## src/rtl/mem_rd_sched_pkg.sv

```systemverilog
// Shared definitions for the accumulator read scheduler: FSM states, geometry helpers
// and the read-enable pipeline drain depth.
package neurex_mem_pkg;

    typedef enum logic [1:0] {
        IDLE  = 2'd0,
        ISSUE = 2'd1,
        WAIT  = 2'd2,
        DONE  = 2'd3
    } sched_state_e;

    // Cycles the read-enable pipeline needs to empty after the controller stops.
    localparam int DRAIN_CYCLES = 3;

    function automatic int accum_row(input int accum_size, input int sys_col);
        return accum_size / sys_col;
    endfunction

    // Counter must hold 2*ACCUM_ROW + DRAIN_CYCLES.
    function automatic int timer_width(input int arow);
        return $clog2(2 * arow + DRAIN_CYCLES + 1);
    endfunction

endpackage

```

## src/rtl/mem_rd_sched_if.sv

```systemverilog
// Command and read-start bundle between the scheduler and its host / read controller.
interface mem_rd_sched_if #(
    parameter int ADDR_WIDTH = 16,
    parameter int DATA_WIDTH = 16,
    parameter int TILE_WIDTH = 8
);
    logic                  cmd_valid;
    logic                  cmd_ready;
    logic [ADDR_WIDTH-1:0] cmd_base_addr;
    logic [DATA_WIDTH-1:0] cmd_num_row;
    logic [TILE_WIDTH-1:0] cmd_num_tile;
    logic [ADDR_WIDTH-1:0] cmd_stride;
    logic                  rd_en_in;
    logic [ADDR_WIDTH-1:0] base_addr;
    logic [DATA_WIDTH-1:0] num_row;
    logic                  busy;
    logic                  done;

    modport master (
        output cmd_valid, cmd_base_addr, cmd_num_row, cmd_num_tile, cmd_stride,
        input  cmd_ready, rd_en_in, base_addr, num_row, busy, done
    );

    modport slave (
        input  cmd_valid, cmd_base_addr, cmd_num_row, cmd_num_tile, cmd_stride,
        output cmd_ready, rd_en_in, base_addr, num_row, busy, done
    );
endinterface

```

## src/rtl/mem_rd_sched_timer.sv

```systemverilog
// Loadable down-counter timing the read-controller run plus pipeline drain.
module rd_run_timer #(
    parameter int W = 10
) (
    input  logic         clk,
    input  logic         rstn,
    input  logic         load,
    input  logic [W-1:0] load_val,
    input  logic         dec,
    output logic [W-1:0] cnt,
    output logic         zero
);

    always_ff @(posedge clk or negedge rstn) begin
        if (!rstn)
            cnt <= '0;
        else if (load)
            cnt <= load_val;
        else if (dec && cnt != '0)
            cnt <= cnt - 1'b1;
    end

    assign zero = (cnt == '0);

endmodule

```

## src/rtl/mem_rd_sched.sv

```systemverilog
// Splits a multi-tile accumulator read command into per-tile start pulses, spacing
// them by the controller run time plus drain, and signals completion once.
module mem_rd_sched
    import neurex_mem_pkg::*;
#(
    parameter int SYS_ROW    = 16,
    parameter int SYS_COL    = 16,
    parameter int DATA_WIDTH = 16,
    parameter int ACCUM_SIZE = 4096,
    parameter int ADDR_WIDTH = 16,
    parameter int TILE_WIDTH = 8
) (
    input  logic           clk,
    input  logic           rstn,
    mem_rd_sched_if.slave  bus
);

    localparam int ACCUM_ROW = accum_row(ACCUM_SIZE, SYS_COL);
    localparam int TW        = timer_width(ACCUM_ROW);
    localparam logic [DATA_WIDTH-1:0] ROW_CAP = DATA_WIDTH'(ACCUM_ROW);

    if (SYS_ROW < 1 || (ACCUM_SIZE % SYS_COL) != 0) begin : g_bad_geometry
        $error("mem_rd_sched: inconsistent systolic/accumulator geometry");
    end

    sched_state_e          state_q, state_d;
    logic [ADDR_WIDTH-1:0] base_q, stride_q;
    logic [DATA_WIDTH-1:0] nr_q, nr_clamp;
    logic [TILE_WIDTH-1:0] tiles_q;
    logic [TW-1:0]         tmr_cnt, tmr_load_val;
    logic                  tmr_zero, accept, empty_cmd, last_tile;

    assign accept    = bus.cmd_valid && (state_q == IDLE);
    assign empty_cmd = (bus.cmd_num_row == '0) || (bus.cmd_num_tile == '0);
    assign nr_clamp  = (bus.cmd_num_row > ROW_CAP) ? ROW_CAP : bus.cmd_num_row;
    assign last_tile = (tiles_q == TILE_WIDTH'(1));

    // WAIT spans counts load_val..0, i.e. 2*rows + DRAIN_CYCLES cycles.
    assign tmr_load_val = TW'({nr_q, 1'b0}) + TW'(DRAIN_CYCLES - 1);

    rd_run_timer #(.W(TW)) u_timer (
        .clk      (clk),
        .rstn     (rstn),
        .load     (state_q == ISSUE),
        .load_val (tmr_load_val),
        .dec      (state_q == WAIT),
        .cnt      (tmr_cnt),
        .zero     (tmr_zero)
    );

    always_ff @(posedge clk or negedge rstn) begin
        if (!rstn) state_q <= IDLE;
        else       state_q <= state_d;
    end

    always_comb begin
        state_d = state_q;
        case (state_q)
            IDLE:    if (accept) state_d = empty_cmd ? DONE : ISSUE;
            ISSUE:   state_d = WAIT;
            WAIT:    if (tmr_zero) state_d = last_tile ? DONE : ISSUE;
            DONE:    state_d = IDLE;
            default: state_d = IDLE;
        endcase
    end

    always_ff @(posedge clk or negedge rstn) begin
        if (!rstn) begin
            base_q   <= '1;
            stride_q <= '0;
            nr_q     <= '0;
            tiles_q  <= '0;
        end else if (accept) begin
            base_q   <= bus.cmd_base_addr;
            stride_q <= bus.cmd_stride;
            nr_q     <= nr_clamp;
            tiles_q  <= bus.cmd_num_tile;
        end else if (state_q == WAIT && tmr_zero && !last_tile) begin
            // Address wraps modulo 2^ADDR_WIDTH by construction.
            base_q  <= base_q + stride_q;
            tiles_q <= tiles_q - 1'b1;
        end
    end

    assign bus.cmd_ready = (state_q == IDLE);
    assign bus.rd_en_in  = (state_q == ISSUE);
    assign bus.busy      = (state_q != IDLE);
    assign bus.done      = (state_q == DONE);
    assign bus.base_addr = base_q;
    assign bus.num_row   = nr_q;

endmodule

```

## src/flat_wrapper.sv

```systemverilog
// flat-port wrapper written by rule: the top's interface ports become plain ports
module mem_rd_sched_flat import neurex_mem_pkg::*;
#(
    parameter int SYS_ROW    = 16,
    parameter int SYS_COL    = 16,
    parameter int DATA_WIDTH = 16,
    parameter int ACCUM_SIZE = 4096,
    parameter int ADDR_WIDTH = 16,
    parameter int TILE_WIDTH = 8
)
  (clk, rstn, bus_cmd_valid, bus_cmd_base_addr, bus_cmd_num_row, bus_cmd_num_tile, bus_cmd_stride, bus_cmd_ready, bus_rd_en_in, bus_base_addr, bus_num_row, bus_busy, bus_done);
  mem_rd_sched_if #(.ADDR_WIDTH(ADDR_WIDTH), .DATA_WIDTH(DATA_WIDTH), .TILE_WIDTH(TILE_WIDTH)) bus_i ();
  input  logic clk;
  input  logic rstn;
  input wire logic [$bits(bus_i.cmd_valid)-1:0] bus_cmd_valid;
  input wire logic [$bits(bus_i.cmd_base_addr)-1:0] bus_cmd_base_addr;
  input wire logic [$bits(bus_i.cmd_num_row)-1:0] bus_cmd_num_row;
  input wire logic [$bits(bus_i.cmd_num_tile)-1:0] bus_cmd_num_tile;
  input wire logic [$bits(bus_i.cmd_stride)-1:0] bus_cmd_stride;
  output wire logic [$bits(bus_i.cmd_ready)-1:0] bus_cmd_ready;
  output wire logic [$bits(bus_i.rd_en_in)-1:0] bus_rd_en_in;
  output wire logic [$bits(bus_i.base_addr)-1:0] bus_base_addr;
  output wire logic [$bits(bus_i.num_row)-1:0] bus_num_row;
  output wire logic [$bits(bus_i.busy)-1:0] bus_busy;
  output wire logic [$bits(bus_i.done)-1:0] bus_done;
  assign bus_i.cmd_valid = bus_cmd_valid;
  assign bus_i.cmd_base_addr = bus_cmd_base_addr;
  assign bus_i.cmd_num_row = bus_cmd_num_row;
  assign bus_i.cmd_num_tile = bus_cmd_num_tile;
  assign bus_i.cmd_stride = bus_cmd_stride;
  assign bus_cmd_ready = bus_i.cmd_ready;
  assign bus_rd_en_in = bus_i.rd_en_in;
  assign bus_base_addr = bus_i.base_addr;
  assign bus_num_row = bus_i.num_row;
  assign bus_busy = bus_i.busy;
  assign bus_done = bus_i.done;
  mem_rd_sched #(.SYS_ROW(SYS_ROW), .SYS_COL(SYS_COL), .DATA_WIDTH(DATA_WIDTH), .ACCUM_SIZE(ACCUM_SIZE), .ADDR_WIDTH(ADDR_WIDTH), .TILE_WIDTH(TILE_WIDTH)) u_core (.clk(clk), .rstn(rstn), .bus(bus_i));
endmodule
```

## config.mk

```make
export PLATFORM = sky130hd
export DESIGN_NAME = mem_rd_sched_flat
export DESIGN_NICKNAME = d
export VERILOG_FILES = /design/src/rtl/mem_rd_sched_pkg.sv /design/src/rtl/mem_rd_sched_if.sv /design/src/rtl/mem_rd_sched_timer.sv /design/src/rtl/mem_rd_sched.sv /design/src/flat_wrapper.sv
export SDC_FILE = /design/constraint.sdc
export NUM_CORES = 1
export LEC_CHECK = 0
export ABC_AREA = 1
export CAP_MARGIN = 30
export CORE_UTILIZATION = 30
export CTS_CLUSTER_SIZE = 12
export DETAILED_ROUTE_END_ITERATION = 16
export SKIP_LAST_GASP = 1
export SLEW_MARGIN = 20
export SYNTH_ARGS = -nofsm -noshare
export SYNTH_HDL_FRONTEND = slang
export SYNTH_HIERARCHICAL = 1
export SYNTH_SLANG_ARGS = --single-unit
export TNS_END_PERCENT = 1
```

## constraint.sdc

```tcl
create_clock -name clk -period 2.53 [get_ports clk]
set_input_delay 0.506 -clock clk [delete_from_list [all_inputs] [get_ports clk]]
set_output_delay 0.506 -clock clk [all_outputs]
set_load 0.1 [all_outputs]
```

==> results.txt, run 1 <==
The placed instance area is 5490 sq um, and the initial standard-cell utilization of the core is 0.3064. Wire segments on met3 add up to 534 um in the final route. Logic depth of the worst register-to-register path: 9. Max-cap violations in this run came to 0.

The global-route total usage across every layer came out at 0.1611. The number of port buffers is 94. Startpoint type of the worst setup path: a flip-flop. For the final routed database, the setup TNS stands at 0 ps.

The min-delay analysis places its worst path in the category input pin to async pin. The cell count after synthesis was 637. The logs give 0 for the total of cells resized after clock tree synthesis and 905 for the number of placed cells counting well taps. In the synthesized netlist the dominant register cell turns out to be sky130_fd_sc_hd__dfrtp_1. The final weighted congestion of routability-driven global placement was 0.8263. The share of layout cells above drive strength 1 is 0.1289.

Static timing analysis puts the maximum clock frequency at 466.8 MHz. Counting every net in the synthesized netlist gives 716. Detailed placement ended at an HPWL of 8392 um.

The worst-case IR drop observed on VDD is 0.0007273 V. The mean routed wirelength per cell works out to 12.52 um. Detailed-routed wire length on met2: 5514 um. Type of the worst setup path: flip-flop to flip-flop. The critical path goes through inv_1 -> ha_1 -> nand3_1 -> nor3_1 -> inv_1 -> nor3_4 -> nor2_2 -> nand2_1 -> o211ai_1. Count of final max-slew check failures: 0.

Average size of a mapped cell: 6.965 sq um. TritonCTS built the clock tree. In this run, synthesis inferred 0 flip-flops with an integrated enable.

The analysis attributes to cell leakage a power of 3.005 nW. The total number of clock tree sinks came out at 68. The area growth from synthesis to final layout was 30.68%; the total routed wirelength was 11530 um.

The maximum fanout encountered on the critical timing path works out to 20. The logs give 14480 sq um for the floorplan core area and 0 for the final number of setup-violating endpoints. Setup slack on the critical path of the routed design comes to 387.6 ps. OpenSTA, run right after detailed placement, puts the worst setup slack at 364.2 ps. At the worst endpoint, the required time is 2730 ps. The register clock-pin slew on the reported worst setup and hold paths is 60 ps, and the total iterations of the first detailed-routing run is 4.

The count of pins on the block boundary was 95. The worst setup path is captured at a flip-flop. The synthesized flop and latch total came out at 68. Setup repair after global routing left no endpoint under its margin. Yosys mapped the design onto 37 distinct sky130hd cell types. The first-pass GRT wire length came out at 18800 um. The run gives 0 as the number of buffers added for setup after CTS. After detailed routing, the number of vias per cell comes to 4.488. The non-filler instance count after layout is 921. The slew of the pin with the lowest slew margin was 909.1 ps; the setup slack on the worst flop-to-flop path was 390 ps. The floorplan step defined a die boundary enclosing 15280 sq um. After the first detailed-routing iteration, the DRC count stood at 187. Dividing total power by cell area gives a power density of 1394 nW/um^2. The worst register-to-register path ends at u_core/tiles_q[2].

The delay of the slowest cell on the worst path was 370 ps; the count of yosys warnings during synthesis was 6. After detailed routing, the number of remaining DRC violations is 0. The fraction of synthesis flops using an asynchronous set or reset pin was 1.000; the antenna diode count was 0. For this design, the slowest cell found on the critical path is sky130_fd_sc_hd__dfrtp_1. The final cycle utilization of the critical path works out to 0.8468. The number of inserted filler cells in the final layout was 1559; the netlist area before placement was 4437 sq um. The logs give 0 for the number of antenna violations at the first check in global routing and 0.3880 for the sequential area share after synthesis. Entering global routing, the biggest net connects 69 pins. The logs give 3 for the deepest level of the CTS H-tree and 2340 ps for the arrival time of the worst setup path.

The tools report the clock latency at the later pin of the worst-skew pair as 330 ps. The tools report the number of global-route vias before repair as 3900. The detailed router put a total of 5310 um of wire on met1. The logs give 2 for the number of buffers between clock root and the deepest sink and 0 for the aggregate global routing overflow. The die is 123.6 um wide.

The tools report the row count as 44. In this run the critical register-to-register path is launched from u_core/u_timer/cnt[0]. For the area of all placed cells without fillers, the log shows 5798 sq um. For this run, the post-layout net count is 811. Setup clock skew after layout: 7.512 ps. The number of endpoints with negative hold slack in the final report was 0.

The most common cell type on the critical path was sky130_fd_sc_hd__inv_1. The vertical die dimension is 123.6 um, and the tightest slew margin relative to the limit is 0.3933. The flow ran to the end, and the final reports show no timing, DRC or antenna violations.

For the finished layout, the period the worst path requires is 2142 ps. Signal routing reaches up to met4. For this design, the CTS-stage hold fixing added 0 buffers. The total clock buffers created by CTS is 9, and the vias after detailed routing is 4133.

CTS placed an instance of sky130_fd_sc_hd__clkbuf_16 at the clock tree root. The count of antenna-violating nets left after detailed routing came out at 0.
[cell usage after synthesis (7+ instances only)]
master | instances | share of area
sky130_fd_sc_hd__nand3b_1 | 7 | 0.012
sky130_fd_sc_hd__inv_1 | 76 | 0.064
sky130_fd_sc_hd__xor2_1 | 10 | 0.020
sky130_fd_sc_hd__xnor2_1 | 9 | 0.018
sky130_fd_sc_hd__dfrtp_1 | 52 | 0.29
sky130_fd_sc_hd__buf_2 | 7 | 0.0079
sky130_fd_sc_hd__nand3_1 | 55 | 0.062
sky130_fd_sc_hd__ha_1 | 19 | 0.054
sky130_fd_sc_hd__nor2_1 | 43 | 0.036
sky130_fd_sc_hd__o21ai_0 | 9 | 0.010
sky130_fd_sc_hd__o211ai_1 | 7 | 0.012
sky130_fd_sc_hd__nand2_1 | 268 | 0.23
sky130_fd_sc_hd__a21oi_1 | 9 | 0.010
sky130_fd_sc_hd__dfstp_2 | 16 | 0.095
[layer usage]
layer,global-route usage,vias up
li1,-,2167
met1,0.2018,1871
met2,0.2688,82
met3,0.04304,13
met4,0.05045,0
met5,0,-
[registers in the layout, indices dropped and copies added (netlist names)]
signal / flops
u_core/bus.num_row: 16
u_core/tiles_q: 8
u_core/state_q: 2
u_core/u_timer/cnt: 10
u_core/bus.base_addr: 16
u_core/stride_q: 16
[how the worst max path moves through the flow]
stage / start / end / slack (ps) / cells past startpoint
after global placement: bus_cmd_num_row[0] / u_core/bus.num_row[7] / 390 / 8
after global routing: u_core/u_timer/cnt[0] / u_core/tiles_q[0] / 160 / 9
after detailed placement: u_core/u_timer/cnt[0] / u_core/tiles_q[2] / 360 / 9
final: u_core/u_timer/cnt[0] / u_core/tiles_q[2] / 390 / 9
after CTS: u_core/u_timer/cnt[0] / u_core/tiles_q[2] / 350 / 9
after floorplan: u_core/state_q[1] / bus_busy / 60 / 2
[stage by stage]
step / hold WS (ps) / total power, mW / util
after floorplan: 210.4 / 5.808 / -
after global placement: 474.1 / 6.777 / 0.3792
after detailed placement: 475.8 / 6.814 / 0.3792
after CTS: 204.3 / 8.161 / 0.4004
after global routing: 225.2 / 8.737 / 0.4004
final: 197.5 / 8.083 / 0.4004
[worst max-delay path, delay by kind of cell, from the launching register on]
kind / cells / cell delay [ps]
compound gates: 1 / 90
flops: 1 / 370
fa+ha+maj: 1 / 270
buf+inv: 2 / 260
simple gates: 5 / 1030
[final cells by class]
class	count	area, sq um	area share
clock buffers	15	277.8	0.04791
clock inverters	1	30.03	0.005179
inverters	80	300.3	0.05179
multi-input cells	474	2330	0.4018
flip-flops and latches	68	1722	0.2969
well taps	184	230.2	0.03971
repair buffers	99	908.4	0.1567
[report_power, final]
group | switching (mW) | internal (mW) | total, mW
clock | 0.446 | 0.845 | 1.29
combinational | 3.32 | 1.50 | 4.82
sequential | 0.378 | 1.59 | 1.97
total | 4.15 | 3.94 | 8.08
[cell families after synthesis]
family                   after synthesis  synth area share
AND/OR/NAND/NOR                      402            0.3830
buffers and inverters                 95           0.08742
flip-flops                            68            0.3880
AO/OA/AOI/OAI                         32           0.04512
adder cells (fa/ha/maj)               20           0.05809
XOR/XNOR                              19           0.03751
other                                  1         0.0008452
[cell usage in the layout (no fill, tap or decap), types with 2 or more instances in the layout]
cell and instances:
sky130_fd_sc_hd__nand2_1 268, sky130_fd_sc_hd__inv_1 76, sky130_fd_sc_hd__clkdlybuf4s50_1 57, sky130_fd_sc_hd__nand3_1 55
sky130_fd_sc_hd__dfrtp_1 52, sky130_fd_sc_hd__nor2_1 42, sky130_fd_sc_hd__buf_4 39, sky130_fd_sc_hd__ha_1 19
sky130_fd_sc_hd__dfstp_2 16, sky130_fd_sc_hd__xor2_1 10, sky130_fd_sc_hd__clkbuf_16 9, sky130_fd_sc_hd__xnor2_1 9
sky130_fd_sc_hd__o21ai_0 9, sky130_fd_sc_hd__a21oi_1 9, sky130_fd_sc_hd__o211ai_1 7, sky130_fd_sc_hd__nand3b_1 7
sky130_fd_sc_hd__nor2_2 6, sky130_fd_sc_hd__o21ai_2 6, sky130_fd_sc_hd__nor3_1 5, sky130_fd_sc_hd__nand4_1 4
sky130_fd_sc_hd__clkbuf_8 3, sky130_fd_sc_hd__clkbuf_1 3, sky130_fd_sc_hd__or2_2 3, sky130_fd_sc_hd__buf_12 2
sky130_fd_sc_hd__clkinv_1 2, sky130_fd_sc_hd__inv_2 2, sky130_fd_sc_hd__nor4_1 2, sky130_fd_sc_hd__nand2_2 2
No activity file was read; power rests on OpenSTA's default activity.
==> run 2: changes to the inputs <==
clock period = 2 ns   (was 2.53 ns; I/O delays follow)
==> run 2 against run 1 <==
Compared with the run above: setup slack got worse by 210 ps; global-route usage increased by 0.98 points; sequential power increased by 31%; maximum frequency increased by 17%; die area unchanged; non-clock buffer count increased by 5; routed wire length increased by 2.6%; clock power increased by 14%; critical endpoint is now u_core/bus.base_addr[7].
==> results.txt, run 2 (synthesized netlist as in run 1, its figures left out) <==
The flow ran to the end, and the final reports show no timing, DRC or antenna violations. The worst path buffer plus inverter count came out at 1 (-1). The worst register-to-register path begins at u_core/u_timer/cnt[0]. The tools report the number of global-route vias before repair as 4160 (+6.7%). The logic depth of the worst register-to-register path is 8 (-1). In this design, the largest share of critical-path delay is due to simple AND/OR/NAND/NOR gates. The number of DRC markers in iteration 0 was 192 (+2.7%). For the required time of the worst setup path, the log shows 2280 ps (-450 ps). The die area came out at 15280 sq um (unchanged). The width of the die came out at 123.6 um (unchanged). For the row count, the log shows 44 (unchanged).

The tools report the non-filler instance count after layout as 926 (+0.54%). The total power per unit cell area is 1748 nW/um^2 (+25%). The cell sitting at the root of the clock tree is a sky130_fd_sc_hd__clkbuf_16. Vertical die dimension: 123.6 um (unchanged). The slew of the pin with the lowest slew margin came out at 522.6 ps (-386.4 ps). Setup clock skew after layout: 6.257 ps (-1.255 ps). The tools report the arrival time of the worst setup path as 2100 ps (-240 ps). The initial standard-cell utilization of the core was 0.3064 (unchanged); the final cycle utilization of the critical path was 0.9128 (+0.06598).

The global-route total usage across every layer was 0.1709 (+0.009817). The run gives 547.8 MHz (+17%) as the achievable clock frequency. The worst setup path is launched from a flip-flop. The run gives 0 (unchanged) as the count of antenna-violating nets left after detailed routing. The final number of setup-violating endpoints was 0 (unchanged); the number of antenna violations at the first check in global routing was 0 (unchanged). The floorplan core area was 14480 sq um (unchanged). For the setup TNS, the log shows 0 ps (unchanged). The number of gates on the worst path with buffers counted is 8 (-1). For the total half-perimeter wirelength after legalization and detailed placement, the log shows 8548 um (+1.9%). The setup slack on the worst flop-to-flop path is 170 ps (-210 ps). Setup repair after global routing left no endpoint under its margin. Share of layout cells above drive strength 1: 0.1348 (+0.005870).

The average vias per placed instance is 4.511 (+0.52%). In the layout the commonest cells are sky130_fd_sc_hd__nand2_1 (268), sky130_fd_sc_hd__inv_1 (76), sky130_fd_sc_hd__clkdlybuf4s50_1 (57). For the count of hold buffers inserted by post-cts repair, the log shows 0 (unchanged).

The maximum resistive drop on vdd is 0.0009793 V (+35%), and the total clock buffers created by CTS is 9 (unchanged). The final weighted congestion of routability-driven global placement was 0.8143 (-1.5%). STA classifies the critical path endpoint as a flip-flop. The worst setup path is of the flip-flop to flip-flop kind.

Clock latency at the later pin of the worst-skew pair: 340 ps (about the same). Total power after layout: 10.73 mW (+33%). The maximum fanout encountered on the critical timing path came out at 13 (-35%).

TritonCTS built the clock tree. In this run the worst hold path is classified as input pin to async pin. For the first-pass GRT wire length, the log shows 20100 um (+6.9%). The pin count of the biggest net entering global routing is 69 (unchanged).

Count of pins on the block boundary: 95 (unchanged). The worst hold margin is 71.60 ps (-125.9 ps). The number of endpoints with negative hold slack in the final report was 0 (unchanged).

The run gives 11840 um (+2.6%) as the total routed wirelength. The mean routed wirelength per cell is 12.78 um (+2.1%), and the count of nets after finishing is 816 (+0.62%). Most common cell type on the critical path: sky130_fd_sc_hd__nand3_1. The cell with the largest stage delay on the worst path is sky130_fd_sc_hd__nand3_2.

In this run the critical register-to-register path is captured at u_core/bus.base_addr[7]. The vias after detailed routing was 4177 (+1.1%). Traced cell by cell, the critical path runs through inv_1 -> ha_1 -> nand3_1 -> nor3_4 -> nand3_2 -> a21oi_1 -> nand2_1 -> nand3_1.

The number of violations of the max-capacitance limit was 0 (unchanged); the number of buffers between clock root and the deepest sink was 2 (unchanged). The final period demand of the worst path was 1826 ps (-316.8 ps). The delay of the slowest cell on the worst path was 380 ps (about the same). Static leakage: 3.111 nW (+3.5%).

The deepest level of the CTS H-tree was 3 (unchanged); the number of port buffers was 94 (unchanged). The logs give 0 (unchanged) for the count of final max-slew check failures and 909 (+0.44%) for the number of placed cells counting well taps. The aggregate global routing overflow came out at 0 (unchanged).

The most common library cell in the layout ignoring fill and taps is sky130_fd_sc_hd__nand2_1. The total number of clock tree sinks is 68 (unchanged). The run gives 0 (unchanged) as the post-detailed-route DRC marker count.

Antenna diode count: 0 (unchanged). The tightest slew margin relative to the limit was 0.6508 (+0.2575); the area growth from synthesis to final layout was 38.44%. The startpoint of the most critical setup path was u_core/u_timer/cnt[0]. The total iterations of the first detailed-routing run is 4 (unchanged), and the register clock-pin slew on the reported worst setup and hold paths is 60 ps (about the same).
==> run 2: cell count changes in the layout (fill, tap and decap cells not counted), moves of 2 or more <==
cell / change
sky130_fd_sc_hd__buf_12: +26
sky130_fd_sc_hd__buf_4: -23
sky130_fd_sc_hd__clkbuf_8: -2
sky130_fd_sc_hd__clkinv_2: +2
sky130_fd_sc_hd__nor2_2: -2
sky130_fd_sc_hd__nor2_4: +2
==> run 2: layout make-up <==
type                    instances  area, sq um
fillers                      1504         8337
inverters                      80        300.3
clock inverters                 2        10.01
repair buffers                104         1275
multi-input cells             474         2351
flip-flops and latches         68         1722
clock buffers                  14        254.0
well taps                     184        230.2
==> run 2: routing by layer <==
layer / up-vias / routed length (um) / share of wire / global-route usage
li1: 2171 / - / - / -
met1: 1908 / 5430 / 0.46 / 0.2184
met2: 83 / 5752 / 0.49 / 0.2875
met3: 15 / 451 / 0.038 / 0.02839
met4: 0 / 204 / 0.017 / 0.06551
met5: - / 0 / 0 / 0
==> run 2: where the power goes <==
group / total [mW] / switching [mW] / internal (mW)
clock: 1.47 / 0.599 / 0.871
sequential: 2.58 / 0.563 / 2.02
combinational: 6.68 / 4.26 / 2.42
total: 10.7 / 5.43 / 5.31
==> run 2: what timing repair did <==
| item | in CTS | in global routing |
|---|---|---|
| setup endpoints to repair | 5 | 24 |
| cloned | 0 | 1 |
| setup buffers | 0 | 0 |
| resized for setup | 0 | 5 |
| pin swaps | 0 | 1 |
==> run 2: through the flow <==
step / util / instance area [sq um] / setup slack, ps
after floorplan: - / 4444 / -389.0
after global placement: 0.4041 / 5851 / 2.732
after detailed placement: 0.4041 / 5851 / -27.35
after CTS: 0.4223 / 6115 / -17.93
after global routing: 0.4242 / 6142 / 1.054
final: 0.4242 / 6142 / 174.4
==> run 2: worst max path at each step <==
stage	to	slack [ps]
floorplan	bus_busy	-390
global placement	u_core/bus.base_addr[10]	3
detailed placement	u_core/bus.base_addr[10]	-30
CTS	u_core/bus.base_addr[10]	-20
global route	u_core/bus.base_addr[9]	1
finish	u_core/bus.base_addr[7]	170
==> run 3: changes to the inputs <==
ABC_AREA = 0   (was 1)
==> run 3 against run 2 <==
Compared with the run above: the flow now finishes with violations (negative setup slack); flip-flop and latch count unchanged; critical path type unchanged; die area is 9.3% lower; register-to-register slack lost 500 ps; largest cell class unchanged; highest routed layer unchanged.
==> results.txt, run 3 <==
The run finished, with violations left. The final reports fail on negative setup slack. Total power per unit cell area: 1862 nW/um^2 (+6.5%). The register clock-pin slew on the reported worst setup and hold paths was 60 ps (about the same); the average size of a mapped cell was 9.362 sq um (+34%). For the number of placed cells counting well taps, the log shows 753 (-17%).

STA classifies the critical path endpoint as a flip-flop. The total number of clock tree sinks came out at 68 (unchanged). The fraction of synthesis flops using an asynchronous set or reset pin was 1.000 (unchanged). Yosys instantiated no cell more often than sky130_fd_sc_hd__nand2_1. The clock latency at the later pin of the worst-skew pair came out at 330 ps (about the same). The row count was 41 (-6.8%); the final cycle utilization of the critical path was 1.164 (+0.2514). Leaving out fill and tap cells, the most frequent cell in the layout is sky130_fd_sc_hd__nand2_1.

The cell type with the largest total area after synthesis is sky130_fd_sc_hd__dfrtp_1. The run gives 0.6623 (+0.01157) as the tightest slew margin relative to the limit. The sequential area share after synthesis came out at 0.4287 (+0.04062). The logs give 7.525 ps (+1.268 ps) for the setup clock skew after layout and 0 (unchanged) for the number of endpoints with negative hold slack in the final report.

The tools report the antenna diode count as 0 (unchanged). The logs give 0.3132 (+0.006741) for the initial standard-cell utilization of the core and 0 (unchanged) for the count of final max-slew check failures. Netlist area before placement: 4016 sq um (-9.5%).

The total half-perimeter wirelength after legalization and detailed placement came out at 8446 um (-1.2%). The final number of setup-violating endpoints is 24 (+24), and the maximum fanout encountered on the critical timing path is 3 (-10). The logs give 13850 sq um (-9.3%) for the die area and 95 (unchanged) for the count of pins on the block boundary.

The number of nets produced by synthesis came out at 508 (-29%). Width of the die: 117.7 um (-4.8%). The pin count of the biggest net entering global routing is 69 (unchanged). The number of flops mapped to enable cells by yosys is 0 (unchanged).

The run gives -6270 ps (-6270 ps) as the setup TNS. The count of hold buffers inserted by post-cts repair came out at 0 (unchanged). The logs give 2.847 nW (-8.5%) for the static leakage and 2260 ps (-20 ps) for the required time of the worst setup path. The average vias per placed instance was 4.954 (+9.8%). For the floorplan core area, the log shows 12820 sq um (-11%).

Number of inserted filler cells in the final layout: 1223 (-19%). Worst min-delay path class: input pin to async pin. The tools report the number of violations of the max-capacitance limit as 0 (unchanged).

The share of layout cells above drive strength 1 was 0.2735 (+0.1387); the arrival time of the worst setup path was 2590 ps (+490 ps). The run gives 3 (unchanged) as the deepest level of the CTS H-tree. In the synthesized netlist the dominant register cell turns out to be sky130_fd_sc_hd__dfrtp_1.

For the total clock buffers created by CTS, the log shows 9 (unchanged). The post-detailed-route DRC marker count is 0 (unchanged). The achievable clock frequency is 429.5 MHz (-22%). Slew of the pin with the lowest slew margin: 505.3 ps (-17.32 ps). Setup repair after global routing could not meet its margin everywhere.

In the post-synthesis netlist, the biggest area contributors are sky130_fd_sc_hd__dfrtp_1 (32%), sky130_fd_sc_hd__dfstp_2 (10%), sky130_fd_sc_hd__nand2_1 (7.8%), sky130_fd_sc_hd__ha_1 (5.9%), sky130_fd_sc_hd__xnor2_1 (3.7%). The tools report the count of nets after finishing as 671 (-18%). The final period demand of the worst path was 2328 ps (+502.7 ps).

The synthesized flop and latch total is 68 (unchanged). The top cell type's share of synthesized area was 0.3240 (+0.03070); the final weighted congestion of routability-driven global placement was 0.8579 (+5.4%). By count the netlist is led by sky130_fd_sc_hd__nand2_1 (83), sky130_fd_sc_hd__dfrtp_1 (52), sky130_fd_sc_hd__o21ai_0 (22), sky130_fd_sc_hd__nor2_1 (20), sky130_fd_sc_hd__ha_1 (19). The logs give 19240 um (-4.3%) for the first-pass GRT wire length and 0 (unchanged) for the count of antenna-violating nets left after detailed routing. Vertical die dimension: 117.7 um (-4.8%). The number of antenna violations at the first check in global routing is 0 (unchanged), and the mean routed wirelength per cell is 14.77 um (+16%). Startpoint type of the worst setup path: a flip-flop. The logs give 11340 um (-4.2%) for the total routed wirelength and 0 (unchanged) for the aggregate global routing overflow.

For the count of yosys warnings during synthesis, the log shows 6 (unchanged). For the cell count after synthesis, the log shows 429 (-33%). The number of library cell types mapped by synthesis was 67 (+81%); the number of buffers between clock root and the deepest sink was 2 (unchanged). The run gives 0.0009731 V (-0.64%) as the maximum resistive drop on vdd.

The type of the worst setup path was flip-flop to flip-flop. The buffer type at the clock tree root is sky130_fd_sc_hd__clkbuf_16. The logs give -330 ps (-500 ps) for the setup slack on the worst flop-to-flop path and 4 (unchanged) for the total iterations of the first detailed-routing run. The non-filler instance count after layout is 768 (-17%).

The run gives 3805 (-8.9%) as the vias after detailed routing. The tools report the worst hold margin as 85.29 ps (+13.69 ps). The top cell types in the final layout, fill and taps aside, are sky130_fd_sc_hd__nand2_1 (83), sky130_fd_sc_hd__buf_4 (81), sky130_fd_sc_hd__clkdlybuf4s50_1 (57).

For the global-route total usage across every layer, the log shows 0.1726 (+0.001629). The area growth from synthesis to layout is 57.20%. Number of port buffers: 94 (unchanged). For the post-layout worst setup margin, the log shows -328.3 ps (-502.7 ps). TritonCTS built the clock tree.

The pre-CTS worst setup slack came out at -381.5 ps (-354.2 ps). The total power after layout is 11.75 mW (+9.5%), and the number of DRC markers in iteration 0 is 159 (-17%). The number of global-route vias before repair was 3910 (-6.0%).
==> run 3: cell count changes in the layout (fill, tap and decap cells not counted), moves of 9 or more <==
cell,before,now
sky130_fd_sc_hd__nand2_1,268,83
sky130_fd_sc_hd__buf_4,16,81
sky130_fd_sc_hd__inv_1,76,12
sky130_fd_sc_hd__nand3_1,55,7
sky130_fd_sc_hd__nor2_1,42,20
sky130_fd_sc_hd__a22oi_1,0,13
sky130_fd_sc_hd__o21ai_0,9,22
sky130_fd_sc_hd__a21o_1,0,9
sky130_fd_sc_hd__and2_1,1,10
==> run 3: power by group <==
part | internal, mW | leakage [nW] | total, mW | switching (mW)
sequential | 2.07 | 0.841 | 2.47 | 0.405
combinational | 3.29 | 1.84 | 7.45 | 4.15
clock | 1.25 | 0.162 | 1.84 | 0.591
==> run 3: cell families (layout without fill, tap and decap cells) <==
logic type / count (synthesis) / count (layout) / share of synthesized area
compound gates: 107 / 107 / 0.1910
xor+xnor: 26 / 26 / 0.05670
fa+ha+maj: 20 / 20 / 0.06418
buf+inv: 27 / 194 / 0.02959
flops: 68 / 68 / 0.4287
mux: 5 / 5 / 0.01340
other cells: 1 / 1 / 0.0009337
simple gates: 175 / 175 / 0.2156
==> run 3: final timing paths <==
kind	start	to	cells after the start
setup / recovery	u_core/bus.base_addr[0]	u_core/bus.base_addr[12]	9
hold / removal	rstn	u_core/tiles_q[5]	2
setup reg to reg	u_core/bus.base_addr[0]	u_core/bus.base_addr[12]	9
hold reg to reg	u_core/stride_q[6]	u_core/stride_q[6]	2
max in group asynchronous	rstn	u_core/bus.base_addr[9]	2
min in group clk	u_core/stride_q[6]	u_core/stride_q[6]	2
==> run 3: metrics by stage <==
step                        util  instance area [sq um]
after floorplan                -                   4085
after global placement    0.4643                   5954
after detailed placement  0.4643                   5954
after CTS                 0.4918                   6307
after global routing      0.4923                   6314
final                     0.4923                   6314
==> run 3: what timing repair did <==
item	4_1_cts	5_1_grt
setup endpoints to repair	24	25
gates resized for setup	2	1
buffers inserted	0	0
hold endpoints to repair	0	0
==> run 3: worst max-delay path, stage by stage, from the launching register on <==
cell and delay, ps:
sky130_fd_sc_hd__dfstp_4 480, sky130_fd_sc_hd__ha_4 160, sky130_fd_sc_hd__fa_2 350, sky130_fd_sc_hd__a211o_1 290, sky130_fd_sc_hd__a211oi_2 210, sky130_fd_sc_hd__buf_4 160
sky130_fd_sc_hd__o31ai_4 90, sky130_fd_sc_hd__a2111oi_4 310, sky130_fd_sc_hd__a31oi_1 70, sky130_fd_sc_hd__o21ai_1 120
==> run 3: area by class of cell <==
class	instances	area, sq um	share of cell area
multi-input combinational	334	2233	0.3537
sequential	68	1752	0.2774
timing repair buffer	166	1724	0.2731
clock buffer	11	242.7	0.03845
tap	172	215.2	0.03409
clock inverter	4	97.59	0.01546
inverter	13	48.80	0.007729
==> run 3: per-layer routing <==
layer | GRT usage | wire (um) | up-vias | part of all wire
li1 | - | - | 1868 | -
met1 | 0.2253 | 5242 | 1843 | 0.46
met2 | 0.2875 | 5530 | 86 | 0.49
met3 | 0.03537 | 458 | 8 | 0.040
met4 | 0.04808 | 109 | 0 | 0.0096
met5 | 0 | 0 | - | 0
